<file path="config.mk">
export PLATFORM = sky130hd
export DESIGN_NAME = cmos_capture_flat
export DESIGN_NICKNAME = d
export VERILOG_FILES = /design/src/rtl/cmos_capture_pkg.sv /design/src/rtl/cmos_capture_if.sv /design/src/rtl/cmos_capture_byte_pack.sv /design/src/rtl/cmos_capture.sv /design/src/flat_wrapper.sv
export SDC_FILE = /design/constraint.sdc
export NUM_CORES = 1
export LEC_CHECK = 0
export BUFFER_PORTS_ARGS = -buffer_cell sky130_fd_sc_hd__buf_2
export CORE_AREA = 10 10 85 87
export DETAILED_ROUTE_END_ITERATION = 6
export DIE_AREA = 0 0 95 97
export PLACE_DENSITY = 0.66
export SLEW_MARGIN = 20
export SYNTH_ARGS = -nofsm -noshare
export SYNTH_HDL_FRONTEND = slang
export SYNTH_SLANG_ARGS = --single-unit
</file>
<file path="constraint.sdc">
create_clock -name clk -period 1.55 [get_ports clk]
set_input_delay 0.0775 -clock clk [delete_from_list [all_inputs] [get_ports clk]]
set_output_delay 0.0775 -clock clk [all_outputs]
set_load 0.01 [all_outputs]
</file>
<file path="src/rtl/cmos_capture_pkg.sv">
// cmos_capture_pkg: shared FSM state, RGB565 word type and default geometry for the DVP capture path.
package cmos_capture_pkg;
  typedef enum logic [1:0] {IDLE, SKIP, WAIT_VS, CAPTURE} state_t;
  typedef logic [15:0] rgb565_t;
  localparam int DEF_SKIP_FRAMES = 10;
  localparam int DEF_H_PIXELS = 640;
  localparam int DEF_V_LINES = 480;
  function automatic rgb565_t pack565(input logic [7:0] hi, input logic [7:0] lo);
    return {hi, lo};
  endfunction
endpackage

</file>
<file path="src/rtl/cmos_capture_if.sv">
// cmos_capture_if: sensor inputs, write-FIFO port and status of the capture front end.
// CMOS_CAPTURE_SIZE_CHECK_EN adds the size_err status line.
interface cmos_capture_if;
  import cmos_capture_pkg::*;
  logic cfg_done;
  logic cam_vsync;
  logic cam_href;
  logic [7:0] cam_data;
  logic wr_full;
  logic wr_en;
  rgb565_t wr_data;
  logic frame_start;
  logic cap_done;
  logic overflow;
`ifdef CMOS_CAPTURE_SIZE_CHECK_EN
  logic size_err;
  modport master(output cfg_done, cam_vsync, cam_href, cam_data, wr_full,
                 input wr_en, wr_data, frame_start, cap_done, overflow, size_err);
  modport slave(input cfg_done, cam_vsync, cam_href, cam_data, wr_full,
                output wr_en, wr_data, frame_start, cap_done, overflow, size_err);
`else
  modport master(output cfg_done, cam_vsync, cam_href, cam_data, wr_full,
                 input wr_en, wr_data, frame_start, cap_done, overflow);
  modport slave(input cfg_done, cam_vsync, cam_href, cam_data, wr_full,
                output wr_en, wr_data, frame_start, cap_done, overflow);
`endif
endinterface

</file>
<file path="src/rtl/cmos_capture_byte_pack.sv">
// cap_byte_pack: pairs DVP bytes (high first) into RGB565 words; a dangling odd byte at line end is dropped.
module cap_byte_pack import cmos_capture_pkg::*; (
  input  logic       clk,
  input  logic       rst,
  input  logic       i_clr,
  input  logic       i_href,
  input  logic [7:0] i_data,
  output rgb565_t    o_word,
  output logic       o_valid
);
  logic r_phase;
  logic [7:0] r_hi;
  rgb565_t r_word;
  logic r_valid;
  logic w_take;
  assign w_take = i_href & ~i_clr;
  always_ff @(posedge clk or posedge rst)
    if (rst) begin
      r_phase <= 1'b0;
      r_hi <= '0;
      r_word <= '0;
      r_valid <= 1'b0;
    end else begin
      r_valid <= w_take & r_phase;
      r_phase <= w_take ? ~r_phase : 1'b0;
      if (w_take && !r_phase) r_hi <= i_data;
      if (w_take && r_phase) r_word <= pack565(r_hi, i_data);
    end
  assign o_word = r_word;
  assign o_valid = r_valid;
endmodule

</file>
<file path="src/rtl/cmos_capture.sv">
// cmos_capture: DVP sensor capture into the SDRAM write FIFO, skipping settling frames after configuration.
// CMOS_CAPTURE_SIZE_CHECK_EN adds a per-frame geometry check reported on size_err.
module cmos_capture import cmos_capture_pkg::*; #(
  parameter int SKIP_FRAMES = DEF_SKIP_FRAMES,
  parameter int H_PIXELS = DEF_H_PIXELS,
  parameter int V_LINES = DEF_V_LINES
) (
  input logic clk,
  input logic rst,
  cmos_capture_if.slave bus
);
  localparam int SW = (SKIP_FRAMES > 0) ? $clog2(SKIP_FRAMES + 1) : 1;
  if (SKIP_FRAMES < 0 || H_PIXELS < 1 || V_LINES < 1) begin : g_bad_cfg
    $error("cmos_capture: invalid SKIP_FRAMES/H_PIXELS/V_LINES");
  end
  logic r_vs, r_vs_d, r_href;
  logic [7:0] r_data;
  state_t r_state;
  logic [SW-1:0] r_skip;
  logic r_wr_en, r_fs, r_cd, r_ovf;
  rgb565_t r_wr_data;
  rgb565_t w_word;
  logic w_valid, w_vs_rise, w_clr, w_accept;
  always_ff @(posedge clk or posedge rst)
    if (rst) begin
      r_vs <= 1'b0;
      r_vs_d <= 1'b0;
      r_href <= 1'b0;
      r_data <= '0;
    end else begin
      r_vs <= bus.cam_vsync;
      r_vs_d <= r_vs;
      r_href <= bus.cam_href;
      r_data <= bus.cam_data;
    end
  assign w_vs_rise = r_vs & ~r_vs_d;
  assign w_clr = ~bus.cfg_done | (r_state != CAPTURE);
  assign w_accept = bus.cfg_done & (r_state == CAPTURE) & w_valid;
  cap_byte_pack u_pack (
    .clk(clk),
    .rst(rst),
    .i_clr(w_clr),
    .i_href(r_href),
    .i_data(r_data),
    .o_word(w_word),
    .o_valid(w_valid)
  );
`ifdef CMOS_CAPTURE_SIZE_CHECK_EN
  localparam int PW = $clog2(H_PIXELS + 1);
  localparam int LW = $clog2(V_LINES + 1);
  logic [PW-1:0] r_pix, w_pix_next;
  logic [LW-1:0] r_line;
  logic r_href_d, r_line_bad, r_size_err, w_href_fall, w_size_bad;
  // the last word of a line and its href fall land on the same edge, so count it in
  assign w_pix_next = r_pix + PW'(w_valid);
  assign w_href_fall = r_href_d & ~r_href;
  assign w_size_bad = r_line_bad | (r_line != LW'(V_LINES));
  always_ff @(posedge clk or posedge rst)
    if (rst) begin
      r_href_d <= 1'b0;
      r_pix <= '0;
      r_line <= '0;
      r_line_bad <= 1'b0;
    end else begin
      r_href_d <= r_href;
      r_pix <= w_href_fall ? '0 : w_pix_next;
      if (w_vs_rise) begin
        r_line <= '0;
        r_line_bad <= 1'b0;
      end else if (w_href_fall) begin
        r_line <= r_line + 1'b1;
        if (w_pix_next != PW'(H_PIXELS)) r_line_bad <= 1'b1;
      end
    end
  assign bus.size_err = r_size_err;
`endif
  always_ff @(posedge clk or posedge rst)
    if (rst) begin
      r_state <= IDLE;
      r_skip <= '0;
      r_wr_en <= 1'b0;
      r_wr_data <= '0;
      r_fs <= 1'b0;
      r_cd <= 1'b0;
      r_ovf <= 1'b0;
`ifdef CMOS_CAPTURE_SIZE_CHECK_EN
      r_size_err <= 1'b0;
`endif
    end else begin
      r_fs <= 1'b0;
      r_cd <= 1'b0;
`ifdef CMOS_CAPTURE_SIZE_CHECK_EN
      r_size_err <= 1'b0;
`endif
      r_wr_en <= w_accept & ~bus.wr_full;
      if (w_accept) r_wr_data <= w_word;
      if (w_accept && bus.wr_full) r_ovf <= 1'b1;
      if (!bus.cfg_done) begin
        r_state <= IDLE;
        r_skip <= '0;
      end else begin
        case (r_state)
          IDLE: begin
            r_state <= (SKIP_FRAMES == 0) ? WAIT_VS : SKIP;
            r_skip <= '0;
          end
          SKIP: if (w_vs_rise) begin
            if (r_skip == SW'(SKIP_FRAMES - 1)) r_state <= WAIT_VS;
            r_skip <= r_skip + 1'b1;
          end
          WAIT_VS: if (w_vs_rise) begin
            r_state <= CAPTURE;
            r_fs <= 1'b1;
          end
          CAPTURE: if (w_vs_rise) begin
            r_fs <= 1'b1;
            r_cd <= 1'b1;
`ifdef CMOS_CAPTURE_SIZE_CHECK_EN
            r_size_err <= w_size_bad;
`endif
          end
        endcase
      end
    end
  assign bus.wr_en = r_wr_en;
  assign bus.wr_data = r_wr_data;
  assign bus.frame_start = r_fs;
  assign bus.cap_done = r_cd;
  assign bus.overflow = r_ovf;
endmodule

</file>
<file path="src/flat_wrapper.sv">
// flat-port wrapper written by rule: the top's interface ports become plain ports
module cmos_capture_flat import cmos_capture_pkg::*;
#(
  parameter int SKIP_FRAMES = DEF_SKIP_FRAMES,
  parameter int H_PIXELS = DEF_H_PIXELS,
  parameter int V_LINES = DEF_V_LINES
)
  (clk, rst, bus_cfg_done, bus_cam_vsync, bus_cam_href, bus_cam_data, bus_wr_full, bus_wr_en, bus_wr_data, bus_frame_start, bus_cap_done, bus_overflow);
  cmos_capture_if bus_i ();
  input logic clk;
  input logic rst;
  input wire logic [$bits(bus_i.cfg_done)-1:0] bus_cfg_done;
  input wire logic [$bits(bus_i.cam_vsync)-1:0] bus_cam_vsync;
  input wire logic [$bits(bus_i.cam_href)-1:0] bus_cam_href;
  input wire logic [$bits(bus_i.cam_data)-1:0] bus_cam_data;
  input wire logic [$bits(bus_i.wr_full)-1:0] bus_wr_full;
  output wire logic [$bits(bus_i.wr_en)-1:0] bus_wr_en;
  output wire logic [$bits(bus_i.wr_data)-1:0] bus_wr_data;
  output wire logic [$bits(bus_i.frame_start)-1:0] bus_frame_start;
  output wire logic [$bits(bus_i.cap_done)-1:0] bus_cap_done;
  output wire logic [$bits(bus_i.overflow)-1:0] bus_overflow;
  assign bus_i.cfg_done = bus_cfg_done;
  assign bus_i.cam_vsync = bus_cam_vsync;
  assign bus_i.cam_href = bus_cam_href;
  assign bus_i.cam_data = bus_cam_data;
  assign bus_i.wr_full = bus_wr_full;
  assign bus_wr_en = bus_i.wr_en;
  assign bus_wr_data = bus_i.wr_data;
  assign bus_frame_start = bus_i.frame_start;
  assign bus_cap_done = bus_i.cap_done;
  assign bus_overflow = bus_i.overflow;
  cmos_capture #(.SKIP_FRAMES(SKIP_FRAMES), .H_PIXELS(H_PIXELS), .V_LINES(V_LINES)) u_core (.clk(clk), .rst(rst), .bus(bus_i));
endmodule
</file>
# Word-level counts from Yosys, hierarchy flattened
# Index checks and enable logic that the tools add are counted.
classes:
  n_eq_ne: 10
  addsub: 1
  bitwise_logic: 12
  muxes: 14
  reduce_logical: 8
ops:
  columns: ["cell", "n"]
  rows:
  - ["$ne 3x2->1 const B", 3]
  - ["$mux 2", 4]
  - ["$mux 4", 2]
  - ["$pmux 4 s2", 1]
  - ["$and 1x1->1", 6]
  - ["$mux 1", 6]
  - ["$pmux 2 s3", 1]
  - ["$not 1->1", 5]
  - ["$add 4x1->4 const B", 1]
  - ["$eq 2x2->1 const B", 2]
  - ["$eq 4x4->1 const B", 1]
  - ["$ne 4x1->1 const B", 1]
  - ["$reduce_and 4->1", 1]
  - ["$logic_and 1x1->1", 3]
  - ["$ne 3x1->1 const B", 1]
  - ["$eq 2x1->1 const B", 1]
  - ["$logic_not 2->1", 1]
  - ["$ne 2x2->1 const B", 1]
  - ["$reduce_and 2->1", 1]
  - ["$reduce_or 2->1", 1]
  - ["$logic_not 1->1", 1]
  - ["$or 1x1->1", 1]
word_totals:
  output_inout_bits: 20
  regBits: 63
  word_cells: 60
  input_bits: 14

# Longest topological paths before layout
logic_depth:
  ltp_word: 5
  depth_mapped: 7
  depth_no_buf: 6

# By module
# Synthesis repeated with hierarchy kept, for this count alone.
unflattened:
  hier_cells: 161
  area_unflattened_um2: 2461.1
by_module_without_submodules:
  columns: ["module", "instances", "cells_per_inst", "seq_area_each_um2", "area_per_inst_um2"]
  rows:
  - ["cmos_capture", 1, 105, 925.9, 1486.4]
  - ["cap_byte_pack", 1, 56, 650.6, 974.7]

# Worst setup path before layout
# Ideal clock, no wire load.
synth_path:
  path_kind: "reg-to-reg"
  startpoint: "register u_core.r_state[1]"
  endpoint: "register u_core.r_state[0]"
  required_time_ps: 1430
  path_slack_ps: -99
  setup_time_ps: 120
  period_less_slack_ps: 1649
  n_path_buf: 0
  path_stages_with_launch: 7
  arrival_time_ps: 1529
  path_cell_list: "dfrtp_1 inv_1 ha_1 or2_1 a221oi_2 nand2_1 o211a_1"
synth_between:
  elab_chain_len: 3
synth_rtl:
  columns: ["element", "line_no", "source"]
  rows:
  - ["start, declared", "cmos_capture.sv:18", "state_t r_state;"]
  - ["start signal, assigned", "cmos_capture.sv:104", "r_state <= (SKIP_FRAMES == 0) ? WAIT_VS : SKIP;"]
  - ["$eq 2x1->1 (tied with other cells)", "cmos_capture.sv:102", "case (r_state)"]
  - ["$ne 4x1->1 (no line) (tied with other cells)", null, null]
  - ["$reduce_and 4->1 (no line) / $mux 2 (equally long branches)", null, null]
# Parallel ways exist; a longest one is shown, timed or not.
# A chain may end at the register's enable or synchronous reset.

# Final worst setup path
layout_path:
  startpoint: "register u_core.r_state[0]"
  endpoint: "register u_core.r_state[0]"
# Same word-level chain as after synthesis.

==> flow_summary.json <==
{
  "antenna_left": 0,
  "cts_tree": "done",
  "cp.required_ps": 1770,
  "synth_fp_nets": 226,
  "min_to": "u_core.r_state[0]$_DFFE_PP0P_",
  "layout_common_cells": "nand2_1, dfrtp_1, buf_2",
  "worst-path-stages": 6,
  "die_w_um": 95,
  "root_buffer": "clkbuf_8",
  "grt_use_total_pct": 10.6,
  "final_cell_area_um2": 3220,
  "synth_compound_area_share_pct": 2.74,
  "synth_fa_ha_area_share_pct": 3.62,
  "drive_gt1_share_pct": 34.5,
  "avgSynthCellArea_um2": 11.8,
  "grt_start_max_net_pins": 64,
  "cpMaxStageDelayCell": "dfrtp_2",
  "synthMuxAreaShare_pct": 8.27,
  "rsz0062_at_grt": "true",
  "clock_sinks": 63,
  "wl_met3_um": 281,
  "synthXorXnorAreaFrac_pct": 0,
  "cp_data_arrival_time_ps": 1760,
  "numCtsBuffers": 9,
  "worst-path-max-fanout": 4,
  "routedWlPerCell_um": 12.9,
  "overflow": 0,
  "ys_types": 30,
  "status": "completed",
  "place_area_um2": 2790,
  "clock_skew_ps": 6.51,
  "synth-edff-count": 0,
  "hpwl_um": 3100,
  "final_hold_viol_count": 0,
  "globalplace.congestion": 0.733,
  "nets": 291,
  "layout.cells.non_filler": 347,
  "cts_buffer_depth": 2,
  "multi_input_comb_area_um2": 837,
  "fill_cells": 465,
  "rows": 27,
  "min_period_ps": 1540,
  "r2r_slack_ps": 10,
  "powerDensity_nw_per_um2": 1310,
  "slew_violations": 0,
  "start_kind": "register",
  "top_layer": "met4",
  "drt-initial-drc-count": 69,
  "drv_cap": 0,
  "async_reset_ff_share_pct": 100,
  "die_h_um": 97,
  "critPathCaptureType": "register",
  "cp.buffers_inverters": 1,
  "die-area_um2": 9220,
  "yosysWarnings": 0,
  "synthFlopType": "dfrtp_1",
  "total_power_uw": 4230,
  "leakagePower_uw": 0.00175,
  "dr.pass1.iters": 4,
  "portBuffers": 33,
  "viasPerCell": 4.72,
  "yosys.area_share.simple_pct": 17.9,
  "ys_seq_area_share_pct": 65.1,
  "antenna_found_initial": 0,
  "core_um2": 5470,
  "period_share_pct": 99.2,
  "clk_pin_slew_worst_paths_ps": 60,
  "reg2regPathDepth": 6,
  "critPathTopFamily": "compound AO/OA/AOI/OAI gates",
  "final-seq-area_um2": 1580,
  "synth_seq_cells": 63,
  "htree_levels": 3,
  "r2r-start": "u_core.r_state[0]$_DFFE_PP0P_",
  "r2r-end": "u_core.r_state[0]$_DFFE_PP0P_",
  "routed_wirelength_um": 4460,
  "synth_top_family_by_area": "simple AND/OR/NAND/NOR gates",
  "hold_slack_ps": 135,
  "clk_latency_ps": 340,
  "dp.cells": 318,
  "drc": 0,
  "setup_viol_count_final": 0,
  "hold_start": "bus_cfg_done",
  "netlist_area_um2": 2420,
  "dr_total_vias": 1637,
  "start_util_pct": 44.2,
  "vdd_drop_max_uv": 621,
  "drt-met1-wl_um": 2070,
  "area_growth_pct": 33.0,
  "grt_pass1_wl_um": 7740,
  "critPathKind": "reg2reg",
  "final_common_cell": "nand2_1",
  "hold_class": "in2reg",
  "relSlewSlack_pct": 78.0,
  "syn_inst": 205,
  "max_stage_delay_ps": 410,
  "max_slew.worst_pin.slew_ps": 327,
  "pin_count": 34,
  "diodes": 0,
  "met2_length_um": 2010,
  "max_freq_ghz": 0.650,
  "first_global_vias": 1732,
  "path_cells": "inv_2 > ha_4 > or2_4 > a221oi_4 > nand2_1 > o211a_1",
  "setup_tns_ps": 0,
  "min_delay_path_depth": 2
}
## worst max path at each step
stage,slack (ps),startpoint,to
floorplan,-40,u_core.r_state[1]$_DFFE_PP0P_,u_core.r_state[0]$_DFFE_PP0P_
global placement,-3,u_core.r_state[0]$_DFFE_PP0P_,u_core.r_state[0]$_DFFE_PP0P_
detailed placement,-80,u_core.r_state[0]$_DFFE_PP0P_,u_core.r_state[0]$_DFFE_PP0P_
CTS,-6,u_core.r_state[1]$_DFFE_PP0P_,u_core.r_state[0]$_DFFE_PP0P_
global route,-80,u_core.r_state[1]$_DFFE_PP0P_,u_core.r_state[0]$_DFFE_PP0P_
finish,10,u_core.r_state[0]$_DFFE_PP0P_,u_core.r_state[0]$_DFFE_PP0P_
## Yosys cell counts, drive strengths merged (2+ instances only)
cell / n / area, µm²
ha: 7 / 87.6
nand3: 6 / 35.0
nand4: 3 / 25.0
o21ai: 2 / 10.0
o211a: 2 / 20.0
nand2: 76 / 285
mux2: 16 / 180
nor2: 2 / 7.51
and2: 2 / 12.5
clkbuf: 2 / 7.51
buf: 4 / 25.0
dfrtp: 63 / 1580
inv: 4 / 15.0
clkinv: 2 / 7.51
mux2i: 2 / 20.0
## layer usage
layer,vias to the layer above,track usage [%]
met5,-,0
met4,0,5.49
met3,10,4.32
met2,34,15.5
met1,794,12.9
li1,799,-
## sequential cells by signal, summed over array words and instances, names as in the netlist
name                    cells
u_core.bus.wr_data         16
u_core.u_pack.o_word       16
u_core.r_data               8
u_core.u_pack.r_hi          8
u_core.r_skip               4
u_core.r_state              2
u_core.bus.cap_done         1
u_core.bus.frame_start      1
u_core.bus.overflow         1
u_core.bus.wr_en            1
u_core.r_href               1
u_core.r_vs                 1
u_core.r_vs_d               1
u_core.u_pack.o_valid       1
u_core.u_pack.r_phase       1
## final cells by class
type	instances	share of cell area [%]
tap	72	2.80
clock inverter	5	3.27
sequential	63	49.1
clock buffer	11	4.39
multi-input combinational	130	26.0
timing repair buffer	60	13.5
inverter	6	0.933
## worst reg2reg max path: cells and delay by family (launching register included)
kind	cells	cell delay (ps)
buf+inv	1	70
fa+ha+maj	1	160
flops	1	410
simple gates	2	340
compound gates	2	460
## report_power, final
part	leakage [µW]	internal (µW)	total, µW	switching [µW]
sequential	0.000846	1760	1850	90.6
combinational	0.000787	330	646	315
clock	0.000116	1110	1730	618
total	0.00175	3210	4230	1020
## through the flow
step	setup slack, ps	utilization [%]
6_report	12.4	58.8
5_1_grt	-76.0	58.8
4_1_cts	-5.53	57.9
3_5_place_dp	-75.9	51.0
3_3_place_gp	-3.34	51.0
2_1_floorplan	-40.3	-
## cell families (layout without fill, tap and decap cells)
family,count (synthesis),in the layout
simple gates,97,97
mux,18,18
buf+inv,12,82
compound gates,8,8
flops,63,63
fa+ha+maj,7,7
## what timing repair did
item                                   4_1_cts  5_1_grt
cloned                                       0        0
gates resized for setup                      3        8
hold buffers                                12        0
setup endpoints to repair                    2        2
buffers inserted                             1        0
pin swaps                                    2        2
endpoints found under the hold margin       74        0
Power figures use the tool's default switching activity.
